`src/rtl/edge_threshold.sv`:
```
// edge_threshold: 1-bit edge map from a magnitude raster; threshold adapts per frame (EDGE_BORDER_SUPPRESS_EN zeroes border edges).
// Latency 1 cycle, single output slot; ready_o = !valid_o | ready_i, so upstream stalls only while the slot is held.
module edge_threshold #(
  parameter int Width       = 15,
  parameter int FrameW      = 160,
  parameter int FrameH      = 120,
  parameter int ThreshShift = 2,
  parameter int MinThresh   = 16,
  parameter int InitThresh  = 64
) (
  input  logic             clk_i,
  input  logic             rst_ni,
  input  logic             valid_i,
  input  logic [Width-1:0] mag_i,
  output logic             ready_o,
  output logic             valid_o,
  output logic             edge_o,
  output logic             last_o,
  input  logic             ready_i,
  output logic [Width-1:0] thresh_o
);

  localparam int CW = (FrameW > 1) ? $clog2(FrameW) : 1;
  localparam int RW = (FrameH > 1) ? $clog2(FrameH) : 1;
  localparam logic [CW-1:0]    ColLast = CW'(FrameW - 1);
  localparam logic [RW-1:0]    RowLast = RW'(FrameH - 1);
  localparam logic [Width-1:0] MinT    = Width'(MinThresh);
  localparam logic [Width-1:0] InitT   = Width'(InitThresh);

  logic             r_valid;
  logic             r_edge;
  logic             r_last;
  logic [CW-1:0]    r_col;
  logic [RW-1:0]    r_row;
  logic [Width-1:0] r_run_max;
  logic [Width-1:0] r_thresh;

  logic             w_accept;
  logic             w_col_last;
  logic             w_row_last;
  logic             w_frame_last;
  logic             w_border;
  logic             w_edge;
  logic [Width-1:0] w_max;
  logic [Width-1:0] w_cand;
  logic [Width-1:0] w_new_thresh;

  assign ready_o      = !r_valid | ready_i;
  assign w_accept     = valid_i & ready_o;
  assign w_col_last   = (r_col == ColLast);
  assign w_row_last   = (r_row == RowLast);
  assign w_frame_last = w_col_last & w_row_last;

  // Peak includes the current beat so the last pixel of a frame feeds the new threshold.
  assign w_max        = (mag_i > r_run_max) ? mag_i : r_run_max;
  assign w_cand       = w_max >> ThreshShift;
  assign w_new_thresh = (w_cand < MinT) ? MinT : w_cand;

`ifdef EDGE_BORDER_SUPPRESS_EN
  assign w_border = (r_col == '0) | w_col_last | (r_row == '0) | w_row_last;
`else
  assign w_border = 1'b0;
`endif

  assign w_edge = (mag_i >= r_thresh) & !w_border;

  always_ff @(posedge clk_i) begin
    if (!rst_ni) begin
      r_valid   <= 1'b0;
      r_edge    <= 1'b0;
      r_last    <= 1'b0;
      r_col     <= '0;
      r_row     <= '0;
      r_run_max <= '0;
      r_thresh  <= InitT;
    end else begin
      if (ready_o) begin
        r_valid <= valid_i;
      end
      if (w_accept) begin
        r_edge <= w_edge;
        r_last <= w_frame_last;
        if (w_frame_last) begin
          r_thresh  <= w_new_thresh;
          r_run_max <= '0;
        end else begin
          r_run_max <= w_max;
        end
        if (w_col_last) begin
          r_col <= '0;
          r_row <= w_row_last ? '0 : r_row + RW'(1);
        end else begin
          r_col <= r_col + CW'(1);
        end
      end
    end
  end

  assign valid_o  = r_valid;
  assign edge_o   = r_edge;
  assign last_o   = r_last;
  assign thresh_o = r_thresh;

endmodule

```
`config.mk`:
```
export PLATFORM = sky130hd
export DESIGN_NAME = edge_threshold
export DESIGN_NICKNAME = d
export VERILOG_FILES = /design/src/rtl/edge_threshold.sv
export SDC_FILE = /design/constraint.sdc
export NUM_CORES = 1
export LEC_CHECK = 0
export ABC_AREA = 1
export BUFFER_PORTS_ARGS = -buffer_cell sky130_fd_sc_hd__buf_2
export CAP_MARGIN = 25
export CORE_MARGIN = 1.5
export CORE_UTILIZATION = 48
export DETAILED_ROUTE_END_ITERATION = 8
export GPL_TIMING_DRIVEN = 0
export MAX_ROUTING_LAYER = met4
export PLACE_DENSITY = 0.8
export SYNTH_ARGS = -nofsm -noshare
export SYNTH_HDL_FRONTEND = slang
export SYNTH_SLANG_ARGS = --single-unit
```
`constraint.sdc`:
```
create_clock -name clk_i -period 2.43 [get_ports clk_i]
set_clock_uncertainty 0.15 [all_clocks]
set_input_delay 0.486 -clock clk_i [delete_from_list [all_inputs] [get_ports clk_i]]
set_output_delay 0.486 -clock clk_i [all_outputs]
set_load 0.005 [all_outputs]
```
==> flow_summary.html, run 1 <==
<table>
<tr><th>Metric</th><th>Value</th></tr>
<tr><th colspan="2">Global routing</th></tr>
<tr><td>Met2 routing resource usage after global routing</td><td>38.0%</td></tr>
<tr><td>Overall track demand over capacity in global routing</td><td>22.9%</td></tr>
<tr><td>GR met1 Demand/Resource</td><td>28.2%</td></tr>
<tr><td>Number of antenna violations at the first check in global routing</td><td>0</td></tr>
<tr><td>Largest net degree at the start of global routing</td><td>15</td></tr>
<tr><td>Met3 GRT Util</td><td>3.54%</td></tr>
<tr><td>Overflow left after global routing</td><td>0</td></tr>
<tr><td>GR peak layer</td><td>met2</td></tr>
<tr><td>Number of global-route vias before repair</td><td>2555</td></tr>
<tr><td>First-pass GRT wire length</td><td>11000 um</td></tr>
<tr><th colspan="2">STA</th></tr>
<tr><td>RSZ-0062 raised after global routing</td><td>yes</td></tr>
<tr><td>Worst rel slew slack</td><td>62.1%</td></tr>
<tr><td>Final worst-path cycle share</td><td>98.3%</td></tr>
<tr><td>Max Clock Freq</td><td>0.419 GHz</td></tr>
<tr><td>Final worst path period need</td><td>2.39 ns</td></tr>
<tr><td>Number of max-slew violations in the final report</td><td>0</td></tr>
<tr><td>Min Hold Slack</td><td>0.311 ns</td></tr>
<tr><td>Final hold violation count</td><td>0</td></tr>
<tr><td>Worst Tran Pin Value</td><td>0.569 ns</td></tr>
<tr><td>Setup violators final</td><td>0</td></tr>
<tr><th colspan="2">Yosys</th></tr>
<tr><td>Most instantiated cells after synthesis</td><td>95 x sky130_fd_sc_hd__nand2_1, 64 x sky130_fd_sc_hd__inv_1, 46 x sky130_fd_sc_hd__dfxtp_1</td></tr>
<tr><td>Register bit count reported by yosys</td><td>46</td></tr>
<tr><td>Mean cell area of the mapped netlist</td><td>7.00 um2</td></tr>
<tr><td>Most common cell in the synthesized netlist</td><td>sky130_fd_sc_hd__nand2_1</td></tr>
<tr><td>Cells after Synth</td><td>403</td></tr>
<tr><td>Post-synth top area cell</td><td>sky130_fd_sc_hd__dfxtp_1</td></tr>
<tr><td>Share of the synthesized area in the top cell type</td><td>32.7%</td></tr>
<tr><td>Cell Area, Synth</td><td>2820 um2</td></tr>
<tr><td>Synth Flop Type</td><td>sky130_fd_sc_hd__dfxtp_1</td></tr>
<tr><td>Number of enable flip-flop cells after synthesis</td><td>0</td></tr>
<tr><td>Share of synthesized area occupied by flip-flops and latches</td><td>32.7%</td></tr>
<tr><td>Fraction of registers with async set/reset</td><td>0%</td></tr>
<tr><td>Number of distinct library cells after synthesis</td><td>37</td></tr>
<tr><td>Warnings from Yosys</td><td>0</td></tr>
<tr><td>Area contributors post-synth</td><td>sky130_fd_sc_hd__dfxtp_1 33%, sky130_fd_sc_hd__ha_1 13%, sky130_fd_sc_hd__nand2_1 13%</td></tr>
<tr><th colspan="2">CTS</th></tr>
<tr><td>Max Root-Sink Buffers</td><td>2</td></tr>
<tr><td>Buffer cell driving the clock tree root</td><td>sky130_fd_sc_hd__clkbuf_8</td></tr>
<tr><td>Clock input transition at the sequential cells of the worst setup and hold paths</td><td>0.09 ns</td></tr>
<tr><td>Later-pin clock latency in the skew report</td><td>0.31 ns</td></tr>
<tr><td>Total clock buffers created by CTS</td><td>5</td></tr>
<tr><td>Count of hold-fix buffers inserted at cts</td><td>0</td></tr>
<tr><td>Clock tree from TritonCTS</td><td>done</td></tr>
<tr><td>H-tree lvl count</td><td>2</td></tr>
<tr><td>Total clock sinks</td><td>46</td></tr>
<tr><th colspan="2">Power</th></tr>
<tr><td>Power per standard cell area</td><td>558 nW/um2</td></tr>
<tr><td>Maximum VDD drop</td><td>0.000266 V</td></tr>
<tr><td>Leakage Power</td><td>1.55 nW</td></tr>
<tr><th colspan="2">Finish</th></tr>
<tr><td>Final core utilization</td><td>62.8%</td></tr>
<tr><td>Number of antenna repair diodes</td><td>0</td></tr>
<tr><td>Share of cells above drive strength 1</td><td>25.6%</td></tr>
<tr><td>Growth of design area from synthesis to finish</td><td>24.1%</td></tr>
<tr><td>Final net count</td><td>505</td></tr>
<tr><td>Filler Cells Inserted</td><td>481</td></tr>
<tr><th colspan="2">Routing</th></tr>
<tr><td>Vias per Instance</td><td>5.32</td></tr>
<tr><td>Starting DRT DRC Count</td><td>257</td></tr>
<tr><td>Number of iterations in the first detailed-routing pass</td><td>5</td></tr>
<tr><td>Count of antenna-violating nets left after detailed routing</td><td>0</td></tr>
<tr><td>Total via count in the routed design</td><td>2813</td></tr>
<tr><td>Remaining routing DRC violations</td><td>0</td></tr>
<tr><td>Routed WL</td><td>7420 um</td></tr>
<tr><td>Detailed-route wire length per cell</td><td>14.0 um</td></tr>
<tr><th colspan="2">Run status</th></tr>
<tr><td>Outcome</td><td>finished clean</td></tr>
<tr><th colspan="2">Placed design</th></tr>
<tr><td>PortBufs</td><td>34</td></tr>
<tr><td>Detailed placer's ending HPWL</td><td>5030 um</td></tr>
<tr><td>Weighted congestion at the end of routability-driven global placement</td><td>0.914</td></tr>
<tr><th colspan="2">Run</th></tr>
<tr><td>Number of violations of the max-capacitance limit</td><td>0</td></tr>
<tr><th colspan="2">Setup path</th></tr>
<tr><td>Type of destination of the critical path</td><td>flop</td></tr>
<tr><td>Worst endpoint required time</td><td>2.48 ns</td></tr>
<tr><td>Worst path most repeated cell</td><td>sky130_fd_sc_hd__nand2_2</td></tr>
<tr><td>Arr. time, crit path</td><td>2.44 ns</td></tr>
<tr><td>Worst stage delay on the critical path</td><td>0.33 ns</td></tr>
<tr><td>Buffers and inverters on the worst path</td><td>3</td></tr>
<tr><td>Type of the worst setup path</td><td>reg2reg</td></tr>
<tr><td>Critical path's slowest cell</td><td>sky130_fd_sc_hd__dfxtp_1</td></tr>
<tr><td>CP Launch Type</td><td>flop</td></tr>
<tr><td>Crit-path leading delay family</td><td>simple AND/OR/NAND/NOR gates</td></tr>
<tr><td>Critical Path, Cell by Cell</td><td>inv_1 -&gt; ha_1 -&gt; nand2_2 -&gt; inv_1 -&gt; a21oi_2 -&gt; nand2_1 -&gt; nand2_4 -&gt; nand2_8 -&gt; nand2_8 -&gt; buf_8 -&gt; nand2_2 -&gt; nand2_2 -&gt; nand2_2 -&gt; nor2_2 -&gt; nand3_2 -&gt; nand2_1 -&gt; nand2_1</td></tr>
<tr><td>Peak fanout along the critical path</td><td>7</td></tr>
<tr><th colspan="2">Floorplanning</th></tr>
<tr><td>CORE AREA</td><td>5570 um2</td></tr>
<tr><td>Die Width</td><td>79.7 um</td></tr>
<tr><td>Row Count</td><td>27</td></tr>
<tr><td>Initial core utilization</td><td>50.6%</td></tr>
<tr><td>Ports placed on the boundary</td><td>38</td></tr>
<tr><td>Die area</td><td>6340 um2</td></tr>
<tr><td>Height of the die</td><td>79.7 um</td></tr>
<tr><th colspan="2">Min path</th></tr>
<tr><td>Worst min-delay path category</td><td>in2reg</td></tr>
</table>
==> logic make-up after synthesis <==
group                    after synthesis  share of synthesized area, %
AO/OA/AOI/OAI                         62                          12.0
XOR/XNOR                               3                         0.932
adder cells (fa/ha/maj)               30                          13.3
AND/OR/NAND/NOR                      184                          29.9
flip-flops                            46                          32.7
buffers and inverters                 77                          11.0
other                                  1                         0.133
==> placed cells by master (no fill, tap or decap), types with 2 or more instances in the layout <==
cell type,count
sky130_fd_sc_hd__nand2_1,82
sky130_fd_sc_hd__inv_1,57
sky130_fd_sc_hd__dfxtp_1,38
sky130_fd_sc_hd__buf_2,35
sky130_fd_sc_hd__nor2_1,34
sky130_fd_sc_hd__a21oi_1,26
sky130_fd_sc_hd__ha_1,22
sky130_fd_sc_hd__nand3_1,18
sky130_fd_sc_hd__nand2_2,15
sky130_fd_sc_hd__o22ai_1,11
sky130_fd_sc_hd__buf_4,11
sky130_fd_sc_hd__o21ai_0,10
sky130_fd_sc_hd__inv_2,9
sky130_fd_sc_hd__ha_4,8
sky130_fd_sc_hd__dfxtp_2,8
sky130_fd_sc_hd__nand3b_1,7
sky130_fd_sc_hd__clkbuf_1,6
sky130_fd_sc_hd__o21ai_1,5
sky130_fd_sc_hd__nor3_1,5
sky130_fd_sc_hd__clkbuf_8,5
sky130_fd_sc_hd__nor2_2,4
sky130_fd_sc_hd__nand2_4,4
sky130_fd_sc_hd__nor3b_1,4
sky130_fd_sc_hd__a21oi_2,3
sky130_fd_sc_hd__nor2_4,3
sky130_fd_sc_hd__nand3_4,2
sky130_fd_sc_hd__nand2_8,2
sky130_fd_sc_hd__xor2_1,2
sky130_fd_sc_hd__or2_2,2
sky130_fd_sc_hd__o211ai_1,2
sky130_fd_sc_hd__conb_1,2
==> cell type report <==
type / count / area [um2] / area share, %
buffer: 11 / 65.1 / 1.86
clock buffer: 6 / 72.6 / 2.07
clock inverter: 2 / 37.5 / 1.07
inverter: 66 / 248 / 7.08
multi-input combinational: 283 / 1820 / 51.9
sequential: 46 / 931 / 26.6
tap: 72 / 90.1 / 2.57
timing repair buffer: 43 / 238 / 6.79
==> tightest hold or removal path: cells and delay by family <==
kind,cells,cell delay (ns)
buffers and inverters,2,0.12
and+or+nand+nor,1,0.06
AOI/OAI and AO/OA,1,0.06
==> registers in the layout, indices dropped and copies added, names as in the netlist <==
name and count:
thresh_o 13, valid_o 1, last_o 1, r_col 8
edge_o 1, r_row 7, r_run_max 15
==> where the power goes <==
part / leakage, nW / switching (mW) / total, mW / internal (mW)
Combinational: 1.12 / 0.343 / 0.568 / 0.225
Clock: 0.0514 / 0.272 / 0.579 / 0.307
Sequential: 0.377 / 0.0189 / 0.807 / 0.788
Total: 1.55 / 0.634 / 1.95 / 1.32
==> stage by stage <==
| stage | cell area [um2] | instances | total power, mW | setup WS, ns | setup TNS (ns) |
|---|---|---|---|---|---|
| finish | 3500 | 529 | 1.95 | 0.0408 | 0 |
| detailed placement | 3080 | 510 | 1.23 | -0.247 | -1.61 |
| CTS | 3210 | 519 | 1.80 | 0.0165 | 0 |
| global route | 3500 | 529 | 2.04 | -0.0796 | -0.278 |
| global placement | 3080 | 510 | 1.22 | -0.191 | -1.04 |
| floorplan | 2820 | 404 | 1.12 | 0.209 | 0 |
==> layer usage <==
layer	up-vias	wire length (um)
met3	19	474
met2	107	3620
met1	1291	3180
li1	1396	-
met4	0	154
met5	-	0
==> final timing paths <==
path | from | to | slack [ns] | cells past startpoint
worst max-delay path | r_run_max[5] | thresh_o[3] | 0.04 | 17
worst min-delay path | ready_i | valid_o | 0.31 | 4
worst max register to register | r_run_max[5] | thresh_o[3] | 0.04 | 17
worst min register to register | r_run_max[9] | r_run_max[9] | 0.32 | 2
==> timing repair <==
item                       4_1_cts  5_1_grt
cloned                           0        2
resized for setup                1       50
pin swaps                        0       18
buffers inserted                 1        8
setup endpoints to repair        4       20
(Power assumes the default switching activity.)
==> run 2: changes to the inputs <==
PLACE_DENSITY = 0.67   (was 0.8)
==> run 2 against run 1 <==
Via count is 3.8% lower. Flip-flop and latch count stayed put. Routed wire length is 6.0% lower. Critical path type unchanged. Critical endpoint unchanged.
==> flow_summary.html, run 2 (synthesized netlist as in run 1, its figures left out) <==
<table>
<tr><th>Metric</th><th>Value</th></tr>
<tr><th colspan="2">Floorplanning</th></tr>
<tr><td>Die Width</td><td>79.7 um (unchanged)</td></tr>
<tr><td>CORE AREA</td><td>5570 um2 (unchanged)</td></tr>
<tr><td>Row Count</td><td>27 (unchanged)</td></tr>
<tr><td>Initial core utilization</td><td>50.6% (unchanged)</td></tr>
<tr><td>Ports placed on the boundary</td><td>38 (unchanged)</td></tr>
<tr><td>Height of the die</td><td>79.7 um (unchanged)</td></tr>
<tr><td>Die area</td><td>6340 um2 (unchanged)</td></tr>
<tr><th colspan="2">Routing</th></tr>
<tr><td>Total via count in the routed design</td><td>2706 (-3.8%)</td></tr>
<tr><td>Detailed-route wire length per cell</td><td>13.2 um (-5.7%)</td></tr>
<tr><td>Number of iterations in the first detailed-routing pass</td><td>4 (-1)</td></tr>
<tr><td>Count of antenna-violating nets left after detailed routing</td><td>0 (unchanged)</td></tr>
<tr><td>Remaining routing DRC violations</td><td>0 (unchanged)</td></tr>
<tr><td>Routed WL</td><td>6980 um (-6.0%)</td></tr>
<tr><td>Vias per Instance</td><td>5.13 (-3.4%)</td></tr>
<tr><td>Starting DRT DRC Count</td><td>155 (-40%)</td></tr>
<tr><th colspan="2">STA</th></tr>
<tr><td>Max Clock Freq</td><td>0.425 GHz (+1.5%)</td></tr>
<tr><td>Final worst-path cycle share</td><td>96.8% (-1.5 points)</td></tr>
<tr><td>RSZ-0062 raised after global routing</td><td>yes</td></tr>
<tr><td>Number of max-slew violations in the final report</td><td>0 (unchanged)</td></tr>
<tr><td>Setup violators final</td><td>0 (unchanged)</td></tr>
<tr><td>Final hold violation count</td><td>0 (unchanged)</td></tr>
<tr><td>Worst rel slew slack</td><td>57.5% (-4.6 points)</td></tr>
<tr><td>Final worst path period need</td><td>2.35 ns (-0.0362 ns)</td></tr>
<tr><td>Worst Tran Pin Value</td><td>0.638 ns (+0.0690 ns)</td></tr>
<tr><td>Min Hold Slack</td><td>0.314 ns (+0.00289 ns)</td></tr>
<tr><th colspan="2">CTS</th></tr>
<tr><td>Count of hold-fix buffers inserted at cts</td><td>0 (unchanged)</td></tr>
<tr><td>Total clock sinks</td><td>46 (unchanged)</td></tr>
<tr><td>H-tree lvl count</td><td>2 (unchanged)</td></tr>
<tr><td>Later-pin clock latency in the skew report</td><td>0.31 ns (about the same)</td></tr>
<tr><td>Buffer cell driving the clock tree root</td><td>sky130_fd_sc_hd__clkbuf_8</td></tr>
<tr><td>Total clock buffers created by CTS</td><td>5 (unchanged)</td></tr>
<tr><td>Max Root-Sink Buffers</td><td>2 (unchanged)</td></tr>
<tr><td>Clock input transition at the sequential cells of the worst setup and hold paths</td><td>0.10 ns (about the same)</td></tr>
<tr><td>Clock tree from TritonCTS</td><td>done</td></tr>
<tr><th colspan="2">Setup path</th></tr>
<tr><td>Type of destination of the critical path</td><td>flop</td></tr>
<tr><td>Critical path's slowest cell</td><td>sky130_fd_sc_hd__dfxtp_2</td></tr>
<tr><td>Worst endpoint required time</td><td>2.47 ns (about the same)</td></tr>
<tr><td>Peak fanout along the critical path</td><td>6 (-1)</td></tr>
<tr><td>Worst stage delay on the critical path</td><td>0.33 ns (about the same)</td></tr>
<tr><td>Type of the worst setup path</td><td>reg2reg</td></tr>
<tr><td>Arr. time, crit path</td><td>2.40 ns (-0.04 ns)</td></tr>
<tr><td>Worst path most repeated cell</td><td>sky130_fd_sc_hd__nand2_2</td></tr>
<tr><td>Critical Path, Cell by Cell</td><td>inv_1 -&gt; ha_4 -&gt; nand2_2 -&gt; inv_1 -&gt; a21oi_1 -&gt; nand2_1 -&gt; nand2_4 -&gt; nand2_8 -&gt; nand2_8 -&gt; buf_8 -&gt; nand2_2 -&gt; nand2_2 -&gt; nand2_2 -&gt; nor2_2 -&gt; nand3_2 -&gt; nand2_1 -&gt; nand2_1</td></tr>
<tr><td>Buffers and inverters on the worst path</td><td>3 (unchanged)</td></tr>
<tr><td>CP Launch Type</td><td>flop</td></tr>
<tr><td>Crit-path leading delay family</td><td>simple AND/OR/NAND/NOR gates</td></tr>
<tr><th colspan="2">Power</th></tr>
<tr><td>Power per standard cell area</td><td>533 nW/um2 (-4.5%)</td></tr>
<tr><td>Sw Pwr</td><td>0.616 mW (-2.8%)</td></tr>
<tr><td>Switching power as a share of total power</td><td>33.7% (+1.3 points)</td></tr>
<tr><td>Leakage Power</td><td>1.54 nW (-1.0%)</td></tr>
<tr><td>Share of total power in sequential cells</td><td>44.0% (+2.7 points)</td></tr>
<tr><td>Internal power</td><td>1.21 mW (-8.4%)</td></tr>
<tr><td>Clock power frac</td><td>26.2% (-3.4 points)</td></tr>
<tr><td>Maximum VDD drop</td><td>0.000315 V (+18%)</td></tr>
<tr><td>Part of the power in combinational logic</td><td>29.9% (+0.8 points)</td></tr>
<tr><th colspan="2">Placed design</th></tr>
<tr><td>Weighted congestion at the end of routability-driven global placement</td><td>0.871 (-4.7%)</td></tr>
<tr><td>DP Area</td><td>3080 um2 (unchanged)</td></tr>
<tr><td>PortBufs</td><td>34 (unchanged)</td></tr>
<tr><td>Cell total after placement</td><td>510 (unchanged)</td></tr>
<tr><td>Detailed placer's ending HPWL</td><td>5040 um (+0.13%)</td></tr>
<tr><th colspan="2">Global routing</th></tr>
<tr><td>Number of global-route vias before repair</td><td>2475 (-3.1%)</td></tr>
<tr><td>Largest net degree at the start of global routing</td><td>15 (unchanged)</td></tr>
<tr><td>Overall track demand over capacity in global routing</td><td>23.4% (+0.50 points)</td></tr>
<tr><td>Overflow left after global routing</td><td>0 (unchanged)</td></tr>
<tr><td>First-pass GRT wire length</td><td>11200 um (+1.6%)</td></tr>
<tr><td>Number of antenna violations at the first check in global routing</td><td>0 (unchanged)</td></tr>
<tr><th colspan="2">Finish</th></tr>
<tr><td>Final net count</td><td>503 (-0.40%)</td></tr>
<tr><td>Share of cells above drive strength 1</td><td>23.3% (-2.3 points)</td></tr>
<tr><td>Finished Layout Cells</td><td>527 (-0.38%)</td></tr>
<tr><td>Flip-flop count of the largest register, all copies and words added</td><td>15 (unchanged)</td></tr>
<tr><td>Post-route standard cell area excluding fillers</td><td>3420 um2 (-2.3%)</td></tr>
<tr><td>Growth of design area from synthesis to finish</td><td>21.3%</td></tr>
<tr><td>Biggest register</td><td>r_run_max</td></tr>
<tr><td>Commonest cells after routing, fill and taps aside</td><td>82 x sky130_fd_sc_hd__nand2_1, 60 x sky130_fd_sc_hd__inv_1, 41 x sky130_fd_sc_hd__dfxtp_1</td></tr>
<tr><td>Most common library cell in the layout ignoring fill and taps</td><td>sky130_fd_sc_hd__nand2_1</td></tr>
<tr><td>Number of antenna repair diodes</td><td>0 (unchanged)</td></tr>
<tr><th colspan="2">Run</th></tr>
<tr><td>Number of violations of the max-capacitance limit</td><td>0 (unchanged)</td></tr>
<tr><th colspan="2">Min path</th></tr>
<tr><td>Worst min-delay path category</td><td>in2reg</td></tr>
<tr><th colspan="2">Run status</th></tr>
<tr><td>Outcome</td><td>finished clean</td></tr>
</table>
## run 2: cell count changes in the layout (fill, tap and decap cells not counted), moves of 3 or more
| cell | delta |
|---|---|
| sky130_fd_sc_hd__buf_4 | -4 |
| sky130_fd_sc_hd__a21oi_1 | +3 |
| sky130_fd_sc_hd__a21oi_2 | -3 |
| sky130_fd_sc_hd__dfxtp_1 | +3 |
| sky130_fd_sc_hd__dfxtp_2 | -3 |
| sky130_fd_sc_hd__ha_1 | +3 |
| sky130_fd_sc_hd__ha_4 | -3 |
| sky130_fd_sc_hd__inv_1 | +3 |
| sky130_fd_sc_hd__inv_2 | -3 |
| sky130_fd_sc_hd__nor2_2 | +3 |
## run 2: worst min-delay path, stage by stage
cell and delay, ns:
sky130_fd_sc_hd__buf_2 0.11, sky130_fd_sc_hd__nand3_1 0.07, sky130_fd_sc_hd__a21oi_1 0.06
## run 2: repair_timing
| action | CTS | global route |
|---|---|---|
| buffers inserted | 1 | 6 |
| setup endpoints to repair | 4 | 17 |
| resized for setup | 6 | 35 |
| pin swaps | 2 | 15 |
| cloned | 1 | 1 |
| hold endpoints to repair | 0 | 0 |
## run 2: per-stage QoR
stage / util [%] / worst slack (ns) / power [mW] / setup TNS [ns]
6_report: 61.4 / 0.0770 / 1.82 / 0
5_1_grt: 61.4 / -0.0438 / 1.94 / -0.153
4_1_cts: 57.6 / 0.00402 / 1.72 / 0
3_5_place_dp: 55.3 / -0.269 / 1.23 / -1.71
3_3_place_gp: 55.3 / -0.237 / 1.22 / -1.41
2_1_floorplan: - / 0.209 / 1.12 / 0
## run 2: layer usage
metal / global-route usage, % / up-vias / wire length, um
li1: - / 1400 / -
met1: 28.9 / 1224 / 3190
met2: 38.3 / 70 / 3300
met3: 4.46 / 12 / 372
met4: 8.07 / 0 / 122
met5: - / - / 0
## run 2: path summary, 6_finish.rpt
check                           slack, ns         start  cells after the start            to
worst max register to register       0.08  r_run_max[6]                     17   thresh_o[3]
worst max-delay path                 0.08  r_run_max[6]                     17   thresh_o[3]
worst min register to register       0.32  r_run_max[9]                      2  r_run_max[9]
worst min-delay path                 0.31      mag_i[0]                      3  r_run_max[0]
## run 2: cell type report
class                           count  area [um2]
Buffer                             11        65.1
Clock buffer                        6        72.6
Clock inverter                      2        13.8
Fill cell                         499        2150
Inverter                           66         248
Multi-Input combinational cell    283        1770
Sequential cell                    46         927
Tap cell                           72        90.1
Timing Repair Buffer               41         239
## run 2: power groups by stage
stage          Sequential, mW  Combinational [mW]  Clock [mW]
2_1_floorplan           0.814               0.309           0
3_5_place_dp            0.817               0.412           0
6_report                0.803               0.545       0.477
5_1_grt                 0.806               0.612       0.521
4_1_cts                 0.800               0.429       0.489
3_3_place_gp            0.816               0.405           0
==> run 3: changes to the inputs <==
ABC_AREA = not set   (was 1)
PLACE_DENSITY = 0.68   (was 0.67)
==> run 3 against run 2 <==
Register-to-register slack worse by 0.04 ns. Setup slack worse by 0.040 ns. Sequential power decreased by 0.5%. Maximum frequency decreased by 1.7%. Global-route usage rose by 0.75 points. Area after synthesis down 6.1%. Non-clock buffer count unchanged. Design area is 8.1% lower. Flip-flop and latch count unchanged. Largest cell class unchanged.
==> flow_summary.html, run 3 <==
<table>
<tr><th>Metric</th><th>Value</th></tr>
<tr><th colspan="2">Yosys</th></tr>
<tr><td>Fraction of registers with async set/reset</td><td>0% (unchanged)</td></tr>
<tr><td>Share of synthesized area occupied by flip-flops and latches</td><td>34.8% (+2.1 points)</td></tr>
<tr><td>Mean cell area of the mapped netlist</td><td>8.83 um2 (+26%)</td></tr>
<tr><td>Cell Area, Synth</td><td>2650 um2 (-6.1%)</td></tr>
<tr><td>Most instantiated cells after synthesis</td><td>46 x sky130_fd_sc_hd__dfxtp_1, 31 x sky130_fd_sc_hd__nand2_1, 30 x sky130_fd_sc_hd__ha_1</td></tr>
<tr><td>Register bit count reported by yosys</td><td>46 (unchanged)</td></tr>
<tr><td>Warnings from Yosys</td><td>0 (unchanged)</td></tr>
<tr><td>Number of distinct library cells after synthesis</td><td>46 (+24%)</td></tr>
<tr><td>Cells after Synth</td><td>300 (-26%)</td></tr>
<tr><td>Post-synth top area cell</td><td>sky130_fd_sc_hd__dfxtp_1</td></tr>
<tr><td>Number of enable flip-flop cells after synthesis</td><td>0 (unchanged)</td></tr>
<tr><td>Share of the synthesized area in the top cell type</td><td>34.8% (+2.1 points)</td></tr>
<tr><td>Synth Flop Type</td><td>sky130_fd_sc_hd__dfxtp_1</td></tr>
<tr><td>Most common cell in the synthesized netlist</td><td>sky130_fd_sc_hd__dfxtp_1</td></tr>
<tr><td>Area contributors post-synth</td><td>sky130_fd_sc_hd__dfxtp_1 35%, sky130_fd_sc_hd__ha_1 14%, sky130_fd_sc_hd__a22o_1 5.0%</td></tr>
<tr><th colspan="2">Placed design</th></tr>
<tr><td>DP Area</td><td>2910 um2 (-5.5%)</td></tr>
<tr><td>Weighted congestion at the end of routability-driven global placement</td><td>0.882 (+1.3%)</td></tr>
<tr><td>PortBufs</td><td>35 (+2.9%)</td></tr>
<tr><td>Detailed placer's ending HPWL</td><td>4680 um (-7.2%)</td></tr>
<tr><th colspan="2">Finish</th></tr>
<tr><td>Growth of design area from synthesis to finish</td><td>18.7%</td></tr>
<tr><td>Share of cells above drive strength 1</td><td>23.1% (-0.15 points)</td></tr>
<tr><td>Biggest register</td><td>r_run_max</td></tr>
<tr><td>Most common library cell in the layout ignoring fill and taps</td><td>sky130_fd_sc_hd__dfxtp_1</td></tr>
<tr><td>Number of antenna repair diodes</td><td>0 (unchanged)</td></tr>
<tr><td>Flip-flop count of the largest register, all copies and words added</td><td>15 (unchanged)</td></tr>
<tr><td>Commonest cells after routing, fill and taps aside</td><td>42 x sky130_fd_sc_hd__dfxtp_1, 36 x sky130_fd_sc_hd__buf_2, 31 x sky130_fd_sc_hd__nand2_1</td></tr>
<tr><td>Post-route standard cell area excluding fillers</td><td>3140 um2 (-8.1%)</td></tr>
<tr><td>Final net count</td><td>398 (-21%)</td></tr>
<tr><th colspan="2">Setup path</th></tr>
<tr><td>Peak fanout along the critical path</td><td>4 (-2)</td></tr>
<tr><td>Flop-to-flop setup slack</td><td>0.04 ns (-0.04 ns)</td></tr>
<tr><td>Buffers and inverters on the worst path</td><td>2 (-1)</td></tr>
<tr><td>Reg2Reg Launch Point</td><td>r_run_max[12]</td></tr>
<tr><td>Endpoint of the most critical register-to-register path</td><td>r_run_max[3]</td></tr>
<tr><td>Type of the worst setup path</td><td>reg2reg</td></tr>
<tr><td>Type of destination of the critical path</td><td>flop</td></tr>
<tr><td>Critical path's slowest cell</td><td>sky130_fd_sc_hd__a2111oi_4</td></tr>
<tr><td>Arr. time, crit path</td><td>2.44 ns (+0.04 ns)</td></tr>
<tr><td>Worst stage delay on the critical path</td><td>0.45 ns (+0.12 ns)</td></tr>
<tr><td>Crit-path leading delay family</td><td>compound AO/OA/AOI/OAI gates</td></tr>
<tr><td>Critical Path, Cell by Cell</td><td>inv_2 -&gt; ha_4 -&gt; a21o_1 -&gt; a21o_1 -&gt; a2111oi_4 -&gt; a21o_2 -&gt; nor3_4 -&gt; buf_4 -&gt; a22o_1</td></tr>
<tr><td>CP Launch Type</td><td>flop</td></tr>
<tr><td>Reg2Reg Depth</td><td>9 (-8)</td></tr>
<tr><td>Worst endpoint required time</td><td>2.48 ns (about the same)</td></tr>
<tr><td>Worst path most repeated cell</td><td>sky130_fd_sc_hd__a21o_1</td></tr>
<tr><td>Depth of the critical timing path with buffers and inverters included</td><td>9 (-8)</td></tr>
<tr><td>Worst setup startpoint</td><td>r_run_max[12]</td></tr>
<tr><td>End point of the critical path</td><td>r_run_max[3]</td></tr>
<tr><th colspan="2">CTS</th></tr>
<tr><td>Buffer cell driving the clock tree root</td><td>sky130_fd_sc_hd__clkbuf_8</td></tr>
<tr><td>Total clock sinks</td><td>46 (unchanged)</td></tr>
<tr><td>Clock input transition at the sequential cells of the worst setup and hold paths</td><td>0.09 ns (about the same)</td></tr>
<tr><td>Total clock buffers created by CTS</td><td>5 (unchanged)</td></tr>
<tr><td>Max Root-Sink Buffers</td><td>2 (unchanged)</td></tr>
<tr><td>Later-pin clock latency in the skew report</td><td>0.31 ns (about the same)</td></tr>
<tr><td>H-tree lvl count</td><td>2 (unchanged)</td></tr>
<tr><td>Clock tree from TritonCTS</td><td>done</td></tr>
<tr><th colspan="2">Power</th></tr>
<tr><td>Clock power frac</td><td>34.5% (+8.3 points)</td></tr>
<tr><td>Share of total power in sequential cells</td><td>46.9% (+2.9 points)</td></tr>
<tr><td>Maximum VDD drop</td><td>0.000302 V (-4.2%)</td></tr>
<tr><td>Part of the power in combinational logic</td><td>18.6% (-11 points)</td></tr>
<tr><td>Switching power as a share of total power</td><td>28.3% (-5.4 points)</td></tr>
<tr><td>Sw Pwr</td><td>0.483 mW (-22%)</td></tr>
<tr><td>Internal power</td><td>1.22 mW (+1.0%)</td></tr>
<tr><td>Leakage Power</td><td>1.29 nW (-16%)</td></tr>
<tr><td>Power per standard cell area</td><td>542 nW/um2 (+1.6%)</td></tr>
<tr><th colspan="2">Routing</th></tr>
<tr><td>Count of antenna-violating nets left after detailed routing</td><td>0 (unchanged)</td></tr>
<tr><td>Starting DRT DRC Count</td><td>106 (-32%)</td></tr>
<tr><td>Routed WL</td><td>6490 um (-7.0%)</td></tr>
<tr><td>Number of iterations in the first detailed-routing pass</td><td>4 (unchanged)</td></tr>
<tr><td>Vias per Instance</td><td>5.61 (+9.3%)</td></tr>
<tr><td>Detailed-route wire length per cell</td><td>15.5 um (+17%)</td></tr>
<tr><td>Remaining routing DRC violations</td><td>0 (unchanged)</td></tr>
<tr><td>Total via count in the routed design</td><td>2358 (-13%)</td></tr>
<tr><th colspan="2">STA</th></tr>
<tr><td>Final worst path period need</td><td>2.39 ns (+0.0402 ns)</td></tr>
<tr><td>RSZ-0062 raised after global routing</td><td>yes</td></tr>
<tr><td>Setup violators final</td><td>0 (unchanged)</td></tr>
<tr><td>Min Hold Slack</td><td>0.276 ns (-0.0385 ns)</td></tr>
<tr><td>Final hold violation count</td><td>0 (unchanged)</td></tr>
<tr><td>Max Clock Freq</td><td>0.418 GHz (-1.7%)</td></tr>
<tr><td>Number of max-slew violations in the final report</td><td>0 (unchanged)</td></tr>
<tr><td>Final worst-path cycle share</td><td>98.5% (+1.7 points)</td></tr>
<tr><th colspan="2">Global routing</th></tr>
<tr><td>First-pass GRT wire length</td><td>11100 um (-0.67%)</td></tr>
<tr><td>Overflow left after global routing</td><td>0 (unchanged)</td></tr>
<tr><td>Overall track demand over capacity in global routing</td><td>24.2% (+0.75 points)</td></tr>
<tr><td>Largest net degree at the start of global routing</td><td>16 (+1)</td></tr>
<tr><td>Number of global-route vias before repair</td><td>2311 (-6.6%)</td></tr>
<tr><td>Number of antenna violations at the first check in global routing</td><td>0 (unchanged)</td></tr>
<tr><th colspan="2">Floorplanning</th></tr>
<tr><td>Row Count</td><td>26 (-3.7%)</td></tr>
<tr><td>Die area</td><td>5970 um2 (-5.9%)</td></tr>
<tr><td>Die Width</td><td>77.3 um (-3.0%)</td></tr>
<tr><td>Height of the die</td><td>77.3 um (-3.0%)</td></tr>
<tr><td>CORE AREA</td><td>5200 um2 (-6.6%)</td></tr>
<tr><td>Ports placed on the boundary</td><td>38 (unchanged)</td></tr>
<tr><td>Initial core utilization</td><td>50.9% (+0.27 points)</td></tr>
<tr><th colspan="2">Run</th></tr>
<tr><td>Number of violations of the max-capacitance limit</td><td>0 (unchanged)</td></tr>
<tr><th colspan="2">Run status</th></tr>
<tr><td>Outcome</td><td>finished clean</td></tr>
<tr><th colspan="2">Min path</th></tr>
<tr><td>Worst min-delay path category</td><td>in2reg</td></tr>
</table>
-- run 3: cell families after synthesis --
| kind of cell | count (synthesis) | synth area share (%) |
|---|---|---|
| mux | 1 | 0.378 |
| simple gates | 89 | 18.3 |
| buf+inv | 39 | 6.66 |
| xor+xnor | 11 | 3.64 |
| other cells | 1 | 0.142 |
| compound gates | 83 | 21.9 |
| fa+ha+maj | 30 | 14.2 |
| flops | 46 | 34.8 |
-- run 3: how the worst min path moves through the flow --
| stage | from | cells after the start | slack, ns | end |
|---|---|---|---|---|
| after floorplan | r_run_max[1] | 1 | 0.29 | r_run_max[1] |
| final | mag_i[0] | 2 | 0.28 | r_run_max[0] |
| after global routing | mag_i[0] | 2 | 0.28 | r_run_max[0] |
| after detailed placement | last_o | 2 | 0.31 | last_o |
| after CTS | mag_i[0] | 2 | 0.27 | r_run_max[0] |
| after global placement | last_o | 2 | 0.30 | last_o |
-- run 3: worst reg2reg max path, delay by kind of cell (launching register included) --
family,cells,cell delay [ns]
AO/OA/AOI/OAI,5,1.28
adder cells (fa/ha/maj),1,0.21
buffers and inverters,2,0.22
flip-flops,1,0.36
AND/OR/NAND/NOR,1,0.06
-- run 3: per-layer routing --
| layer | vias up | track usage [%] | routed length [um] |
|---|---|---|---|
| met5 | - | - | 0 |
| met4 | 0 | 8.00 | 127 |
| met3 | 14 | 4.52 | 418 |
| met2 | 75 | 36.6 | 2980 |
| met1 | 1104 | 32.4 | 2960 |
| li1 | 1165 | - | - |
-- run 3: metrics by stage --
stage / util, % / power [mW] / worst slack [ns] / setup TNS (ns) / cells
6_report: 60.4 / 1.70 / 0.0368 / 0 / 420
5_1_grt: 60.4 / 1.79 / -0.0366 / -0.235 / 420
4_1_cts: 59.1 / 1.70 / 0.00759 / 0 / 420
3_5_place_dp: 56.0 / 1.09 / -0.355 / -7.38 / 406
3_3_place_gp: 56.0 / 1.09 / -0.329 / -6.84 / 406
2_1_floorplan: - / 1.00 / 0.0250 / 0 / 301
-- run 3: final cells by class --
cell class | instances | area [um2]
Clock buffer | 5 | 68.8
Clock inverter | 3 | 45.0
Multi-Input combinational cell | 216 | 1610
Inverter | 28 | 105
Timing Repair Buffer | 41 | 220
Sequential cell | 46 | 926
Fill cell | 501 | 2060
Buffer | 11 | 80.1
Tap cell | 70 | 87.6
-- run 3: what timing repair did --
item	in CTS	in global routing
setup buffers	6	0
pin swaps	5	9
endpoints found under the hold margin	0	0
endpoints found under the setup margin	21	28
hold buffers	0	0
resized for setup	1	15
-- run 3: power by group through the flow --
stage / Combinational (mW) / Clock [mW] / Sequential (mW)
floorplan: 0.192 / 0 / 0.810
global placement: 0.272 / 0 / 0.814
detailed placement: 0.278 / 0 / 0.815
CTS: 0.296 / 0.602 / 0.797
global route: 0.352 / 0.632 / 0.803
finish: 0.317 / 0.589 / 0.799
